File: src/rtl/writeback_stage.sv
// rtl/writeback_stage.sv - final pipeline stage: register write-back plus RET/RTI stack-pop reassembly
module writeback_stage #(
  parameter int DATA_WIDTH     = 16,
  parameter int PC_WIDTH       = 32,
  parameter int REG_ADDR_WIDTH = 3,
  parameter int FLAG_WIDTH     = 3
) (
  input  logic                      clk,
  input  logic                      reset,
  input  logic                      wb_valid,
  input  logic [1:0]                wb_src_select,
  input  logic [REG_ADDR_WIDTH-1:0] wb_rdst,
  input  logic [DATA_WIDTH-1:0]     alu_result,
  input  logic [DATA_WIDTH-1:0]     mem_data,
  input  logic [DATA_WIDTH-1:0]     in_port,
  input  logic                      pop_start,
  input  logic                      pop_kind,
  input  logic                      mem_data_valid,
  output logic                      rf_write_enable,
  output logic [REG_ADDR_WIDTH-1:0] rf_write_addr,
  output logic [DATA_WIDTH-1:0]     rf_write_data,
  output logic                      pc_load,
  output logic [PC_WIDTH-1:0]       pc_value,
  output logic                      flags_load,
  output logic [FLAG_WIDTH-1:0]     flags_value,
  output logic                      busy
);

  typedef enum logic [1:0] {
    IDLE      = 2'd0,
    POP_FLAGS = 2'd1,
    POP_PC_LO = 2'd2,
    POP_PC_HI = 2'd3
  } state_t;

  state_t                  r_state;
  logic                    r_is_rti;
  logic [DATA_WIDTH-1:0]   r_pc_lo;
  logic [FLAG_WIDTH-1:0]   r_flags_hold;

  always_ff @(posedge clk) begin
    if (reset) begin
      r_state         <= IDLE;
      r_is_rti        <= 1'b0;
      r_pc_lo         <= '0;
      r_flags_hold    <= '0;
      rf_write_enable <= 1'b0;
      rf_write_addr   <= '0;
      rf_write_data   <= '0;
      pc_load         <= 1'b0;
      pc_value        <= '0;
      flags_load      <= 1'b0;
      flags_value     <= '0;
      busy            <= 1'b0;
    end else begin
      rf_write_enable <= 1'b0;
      pc_load         <= 1'b0;
      flags_load      <= 1'b0;
      case (r_state)
        IDLE: begin
          // A pop outranks a same-cycle write-back; the write is dropped.
          if (pop_start) begin
            r_is_rti <= pop_kind;
            busy     <= 1'b1;
            r_state  <= pop_kind ? POP_FLAGS : POP_PC_LO;
          end else if (wb_valid && wb_src_select != 2'b11) begin
            rf_write_enable <= 1'b1;
            rf_write_addr   <= wb_rdst;
            case (wb_src_select)
              2'b00:   rf_write_data <= alu_result;
              2'b01:   rf_write_data <= mem_data;
              default: rf_write_data <= in_port;
            endcase
          end
        end
        POP_FLAGS: begin
          if (mem_data_valid) begin
            r_flags_hold <= mem_data[FLAG_WIDTH-1:0];
            r_state      <= POP_PC_LO;
          end
        end
        POP_PC_LO: begin
          if (mem_data_valid) begin
            r_pc_lo <= mem_data;
            r_state <= POP_PC_HI;
          end
        end
        POP_PC_HI: begin
          if (mem_data_valid) begin
            pc_value <= {mem_data, r_pc_lo};
            pc_load  <= 1'b1;
            if (r_is_rti) begin
              flags_value <= r_flags_hold;
              flags_load  <= 1'b1;
            end
            busy    <= 1'b0;
            r_state <= IDLE;
          end
        end
        default: r_state <= IDLE;
      endcase
    end
  end

endmodule

File: config.mk
export PLATFORM = sky130hd
export DESIGN_NAME = writeback_stage
export DESIGN_NICKNAME = d
export VERILOG_FILES = /design/src/rtl/writeback_stage.sv
export SDC_FILE = /design/constraint.sdc
export NUM_CORES = 1
export LEC_CHECK = 0
export ABC_AREA = 1
export CORE_ASPECT_RATIO = 1.5
export CORE_MARGIN = 1.5
export CORE_UTILIZATION = 35
export CTS_CLUSTER_DIAMETER = 100
export DETAILED_ROUTE_END_ITERATION = 10
export GPL_ROUTABILITY_DRIVEN = 0
export SYNTH_ARGS = -nofsm -noshare
export SYNTH_HDL_FRONTEND = slang
export SYNTH_SLANG_ARGS = --single-unit
File: constraint.sdc
create_clock -name clk -period 1.85 [get_ports clk]
set_clock_uncertainty 0.15 [all_clocks]
set_input_delay 0.2775 -clock clk [delete_from_list [all_inputs] [get_ports clk]]
set_output_delay 0.2775 -clock clk [all_outputs]
set_load 0.05 [all_outputs]
==> impl_metrics.json, run 1 <==
{
  "fp.dieW_um": 82.5,
  "grt_setup_unrepaired": "false",
  "synth_area_per_cell_um2": 6.92,
  "power_density_nw_per_um2": 1220,
  "netlist_instances": 480,
  "synth_edf_count": 0,
  "grt_start_max_net_pins": 46,
  "p_sw_w": 0.00204,
  "num-fill-cells": 933,
  "crit_required_ns": 1.93,
  "die-area_um2": 10100,
  "nNetsFinal": 663,
  "synth_area_leaders": "dfxtp_1, nor2_1, nand2_1",
  "area_delta_synth_final_pct": 45.5,
  "holdWs_ns": 0.295,
  "min_path_type": "reg -> reg",
  "vdd_ir_drop_max_mv": 0.618,
  "timing.rr.end": "rf_write_addr[0]",
  "yosys_warnings": 0,
  "antenna_left": 0,
  "fin_crit_sh_pct": 85.8,
  "synth_cell_types": 18,
  "routed-via-count": 3269,
  "synth_async_sr_flop_share_pct": 0,
  "cts_buffers": 9,
  "cts.sinks": 80,
  "layout_min_cycle_time_ns": 1.59,
  "internal_power_w": 0.00384,
  "yosysSeqAreaShare_pct": 48.2,
  "r2r_setup_slack_ns": 0.26,
  "hpwl_um": 7250,
  "finalSetupTns_ns": 0,
  "fmax_mhz": 630,
  "crit_type": "reg -> reg",
  "slew_viol_final": 0,
  "viasPerCell": 4.58,
  "maxCapViolCount": 0,
  "p_comb_share_pct": 32.1,
  "cts_tree": "built",
  "cts_hold_buf": 0,
  "crit_path_end_kind": "flop",
  "hold_end": "flags_value[2]",
  "cts_root_buf": "clkbuf_16",
  "slew_headroom_pct": 76.7,
  "fp.dieH_um": 122,
  "cp-start-kind": "flop",
  "wire_per_inst_um": 13.0,
  "crit_buf_inv": 3,
  "port_buffers": 116,
  "worst_pin_slew_ns": 0.348,
  "cp_cell_sequence": "inv_1 > ha_1 > nand4_4 > buf_12 > inv_1 > nor2_1 > nor2_1",
  "leakagePower_nw": 2.18,
  "hold_depth": 2,
  "grt_pass1_vias": 2977,
  "boundaryPins": 117,
  "critPathMaxFanout": 21,
  "clkPwrFrac_pct": 31.7,
  "start_util_pct": 35.9,
  "htree_levels": 3,
  "clk_latency_ns": 0.34,
  "yosys.area.top_type": "dfxtp_1",
  "overflow": 0,
  "diodes": 0,
  "seqPwrFrac_pct": 36.2,
  "cpPeakStageDelay_ns": 0.40,
  "crit_cells": 7,
  "antenna_found_initial": 0,
  "first_pass_iters": 4,
  "synth-main-ff-cell": "dfxtp_1",
  "finalWirelength_um": 9310,
  "synth-seq-cells": 80,
  "cts_max_path_buffers": 2,
  "swShare_pct": 34.7,
  "r2r_start": "r_state[0]",
  "status": "finished, final reports clean",
  "rows": 43,
  "drive_gt1_share_pct": 15.8,
  "setup_viol": 0,
  "grtUsageTotal_pct": 19.4,
  "synth_area_um2": 3320,
  "crit_family": "flip-flops",
  "crit_slowest_cell": "dfxtp_1",
  "netlist.area_leader.share_pct": 48.2,
  "path_clk_slew_ns": 0.06,
  "grt_pass1_wl_um": 14400,
  "first_iter_violations": 105,
  "drc": 0,
  "hold_viol": 0,
  "worstHoldStart": "flags_value[2]",
  "r2r_cells": 7,
  "arrival_ns": 1.67,
  "design.core.area_um2": 9250,
  "syn_nets": 545
}
[Yosys cell counts, types with 4 or more instances]
library cell and count:
dfxtp_1 80, inv_1 30, nand3_1 17, nand2_1 101, a21oi_1 5, o21ai_0 52
o21ai_1 7, inv_2 4, ha_1 6, buf_2 10, nor2_1 150, clkbuf_1 10
[how the worst max path moves through the flow]
stage                           startpoint               end  slack, ns
after floorplan                 r_state[0]       r_pc_lo[10]       0.40
after global placement      mem_data_valid       r_pc_lo[10]       0.07
after detailed placement  wb_src_select[1]  rf_write_data[1]     -0.002
after CTS                       r_state[0]       r_pc_lo[12]       0.10
after global routing            r_state[0]       r_pc_lo[14]       0.12
final                           r_state[0]  rf_write_addr[0]       0.26
[worst register-to-register path, cell delays in order (launching register included)]
cell and delay, ns:
dfxtp_1 0.40, inv_1 0.11, ha_1 0.29, nand4_4 0.16
buf_12 0.16, inv_1 0.07, nor2_1 0.10, nor2_1 0.05
[layout make-up]
type / count / area (um^2) / share of cell area (%)
flip-flops and latches: 80 / 1600 / 33.2
multi-input cells: 343 / 1480 / 30.6
repair buffers: 130 / 1170 / 24.2
clock buffers: 10 / 229 / 4.74
well taps: 112 / 140 / 2.90
inverters: 34 / 128 / 2.64
clock inverters: 5 / 81.3 / 1.68
[cell families (layout without fill, tap and decap cells)]
kind of cell	after synthesis	count (layout)	synth area share, %
flops	80	80	48.2
buf+inv	57	179	7.27
fa+ha+maj	6	6	2.26
compound gates	64	64	9.65
simple gates	273	273	32.6
[metal layers]
metal	wire, um	track usage (%)	up-vias
met2	4870	33.6	89
met1	3760	22.1	1442
met5	0	0	-
met3	405	3.12	17
met4	285	10.4	0
li1	-	-	1721
[what timing repair did]
item                                   4_1_cts  5_1_grt
resized for setup                            0        1
setup buffers                                0        0
setup endpoints to repair                    0       12
endpoints found under the hold margin        0        0
[flip-flops by register name, indices dropped and copies added (netlist names)]
register	flops
r_is_rti	1
r_flags_hold	3
rf_write_enable	1
rf_write_addr	3
rf_write_data	16
pc_load	1
r_state	2
r_pc_lo	16
pc_value	32
flags_load	1
flags_value	3
busy	1
[power groups by stage]
stage	sequential (W)	combinational, W	clock [W]
3_3_place_gp	0.00216	0.00188	0
4_1_cts	0.00213	0.00190	0.00191
2_1_floorplan	0.00265	0.000787	0
5_1_grt	0.00217	0.00208	0.00197
3_5_place_dp	0.00217	0.00190	0
6_report	0.00213	0.00189	0.00186
[placed cells by master (no fill, tap or decap)]
cell and count:
o21ai_1 7, a21oi_1 5, dfxtp_1 80, clkinv_2 1, bufinv_16 2, nand3_1 17
inv_6 1, inv_2 4, o21ai_0 52, clkdlybuf4s50_1 58, nand2_2 2, nand4_4 1
nor2_1 150, clkbuf_16 9, nand2_1 100, ha_1 6, buf_12 4, inv_1 30
buf_4 68, nor3_1 1, nor2_4 2, clkinvlp_4 1, clkbuf_1 1
[per-stage QoR]
stage	utilization, %	cell area (um^2)	total power, W	std cells	setup slack, ns
3_3_place_gp	48.8	4520	0.00404	699	0.0658
2_1_floorplan	-	3320	0.00344	480	0.402
5_1_grt	52.2	4830	0.00622	714	0.116
3_5_place_dp	48.8	4520	0.00407	699	-0.00202
6_report	52.2	4830	0.00588	714	0.262
4_1_cts	52.2	4830	0.00594	714	0.104
Power figures use the tool's default switching activity.
==> run 2, diff against run 1 <==
--- a/config.mk
+++ b/config.mk
@@ -7,8 +7,9 @@
 export LEC_CHECK = 0
 export ABC_AREA = 1
 export CORE_ASPECT_RATIO = 1.5
-export CORE_MARGIN = 1.5
+export CORE_MARGIN = 2
 export CORE_UTILIZATION = 35
+export CTS_BUF_LIST = sky130_fd_sc_hd__clkbuf_16
 export CTS_CLUSTER_DIAMETER = 100
 export DETAILED_ROUTE_END_ITERATION = 10
 export GPL_ROUTABILITY_DRIVEN = 0
==> impl_metrics.json, run 2 (synthesis results as in run 1) <==
{
  "status": "finished, final reports clean",
  "hold_viol": 0,
  "crit_buf_inv": 2,
  "power_density_nw_per_um2": 1230,
  "final_area_um2": 4880,
  "nNetsFinal": 663,
  "cts_max_path_buffers": 2,
  "cts_buffers": 9,
  "highest_layer": "met4",
  "largest_reg_flops": 32,
  "port_buffers": 116,
  "path_clk_slew_ns": 0.06,
  "grtUsageTotal_pct": 18.5,
  "cts_root_buf": "clkbuf_16",
  "final_util_pct": 52.7,
  "first_pass_iters": 4,
  "crit_type": "reg -> reg",
  "wl_met1_um": 3910,
  "overflow": 0,
  "grt_setup_unrepaired": "false",
  "p_total_w": 0.00602,
  "arrival_ns": 1.68,
  "crit_required_ns": 1.93,
  "final_cell_mix": "nor2_1, nand2_1, dfxtp_1",
  "final_cells": 715,
  "layout_commonest_cell": "nor2_1",
  "cp_cell_sequence": "inv_1 > ha_1 > nand2_1 > inv_2 > nor2_1 > nor2_1",
  "cp-start-kind": "flop",
  "crit_slowest_cell": "dfxtp_1",
  "maxCapViolCount": 0,
  "slew_headroom_pct": 76.5,
  "grt_pass1_vias": 2964,
  "cpMostUsedCell": "nor2_1",
  "dp.cells": 699,
  "r2r_start": "r_state[0]",
  "antenna_found_initial": 0,
  "first_iter_violations": 128,
  "placed_area_um2": 4540,
  "worstHoldStart": "flags_value[0]",
  "drive_gt1_share_pct": 15.6,
  "fp.dieH_um": 123,
  "viasPerCell": 4.52,
  "wl_met2_um": 4920,
  "finalWirelength_um": 9420,
  "area_delta_synth_final_pct": 46.9,
  "vdd_ir_drop_max_mv": 0.582,
  "design.core.area_um2": 9250,
  "cts_hold_buf": 0,
  "fp.dieW_um": 83.5,
  "layout_min_cycle_time_ns": 1.60,
  "boundaryPins": 117,
  "crit_family": "flip-flops",
  "cts-resized-gates": 0,
  "cp-startpoint": "r_state[0]",
  "cts_tree": "built",
  "start_util_pct": 35.9,
  "worst_pin_slew_ns": 0.351,
  "die-area_um2": 10300,
  "min_path_type": "reg -> reg",
  "top_register": "pc_value",
  "hpwl_um": 7170,
  "cts.sinks": 80,
  "fmax_mhz": 625,
  "fin_crit_sh_pct": 86.5,
  "routed-wl-met3_um": 360,
  "grt_start_max_net_pins": 49,
  "diodes": 0,
  "drc": 0,
  "setup_viol": 0,
  "critPathMaxFanout": 16,
  "wire_per_inst_um": 13.2,
  "htree_levels": 3,
  "routed-via-count": 3235,
  "finalSetupTns_ns": 0,
  "crit_path_end_kind": "flop",
  "grt_pass1_wl_um": 14700,
  "clk_latency_ns": 0.34,
  "reg_top3": "pc_value (32), r_pc_lo (16), rf_write_data (16)",
  "leakagePower_nw": 2.21,
  "slew_viol_final": 0,
  "rows": 43,
  "post_cts_buffers": 0,
  "cpPeakStageDelay_ns": 0.41,
  "antenna_left": 0
}
[run 2: cell count changes in the layout (fill, tap and decap cells not counted), sizes merged]
cell	previous run	this run
bufinv	2	3
clkbuf	10	9
clkinv	1	3
clkinvlp	1	0
[run 2: area by class of cell]
class	instances	area (um^2)
Clock inverter	7	111
Inverter	34	128
Clock buffer	9	225
Fill cell	967	4370
Sequential cell	80	1600
Timing Repair Buffer	130	1200
Multi-Input combinational cell	343	1480
Tap cell	112	140
[run 2: worst paths after layout]
path	to	slack [ns]	depth (start not counted)
worst max-delay path	r_pc_lo[7]	0.25	6
worst max register to register	r_pc_lo[7]	0.25	6
worst min-delay path	flags_value[0]	0.30	2
worst min register to register	flags_value[0]	0.30	2
[run 2: power by group]
part,switching (W),internal [W],total (W)
logic,0.00121,0.000682,0.00189
registers,0.000145,0.00199,0.00213
clock network,0.000692,0.00131,0.00200
[run 2: tightest hold or removal path: cells and delay by family (launching register included)]
kind / cells / cell delay (ns)
flops: 1 / 0.31
buf+inv: 1 / 0.05
compound gates: 1 / 0.05
[run 2: through the flow]
| stage | setup slack [ns] | hold WS (ns) |
|---|---|---|
| final | 0.250 | 0.300 |
| after global routing | 0.0984 | 0.324 |
| after CTS | 0.249 | 0.300 |
| after detailed placement | 0.0349 | 0.291 |
| after global placement | 0.0690 | 0.285 |
| after floorplan | 0.402 | 0.200 |
[run 2: routing by layer]
metal  global-route usage [%]  vias up
met2                     33.9       85
met4                     8.37        0
li1                         -     1717
met5                        0        -
met3                     3.27       14
met1                     20.9     1419
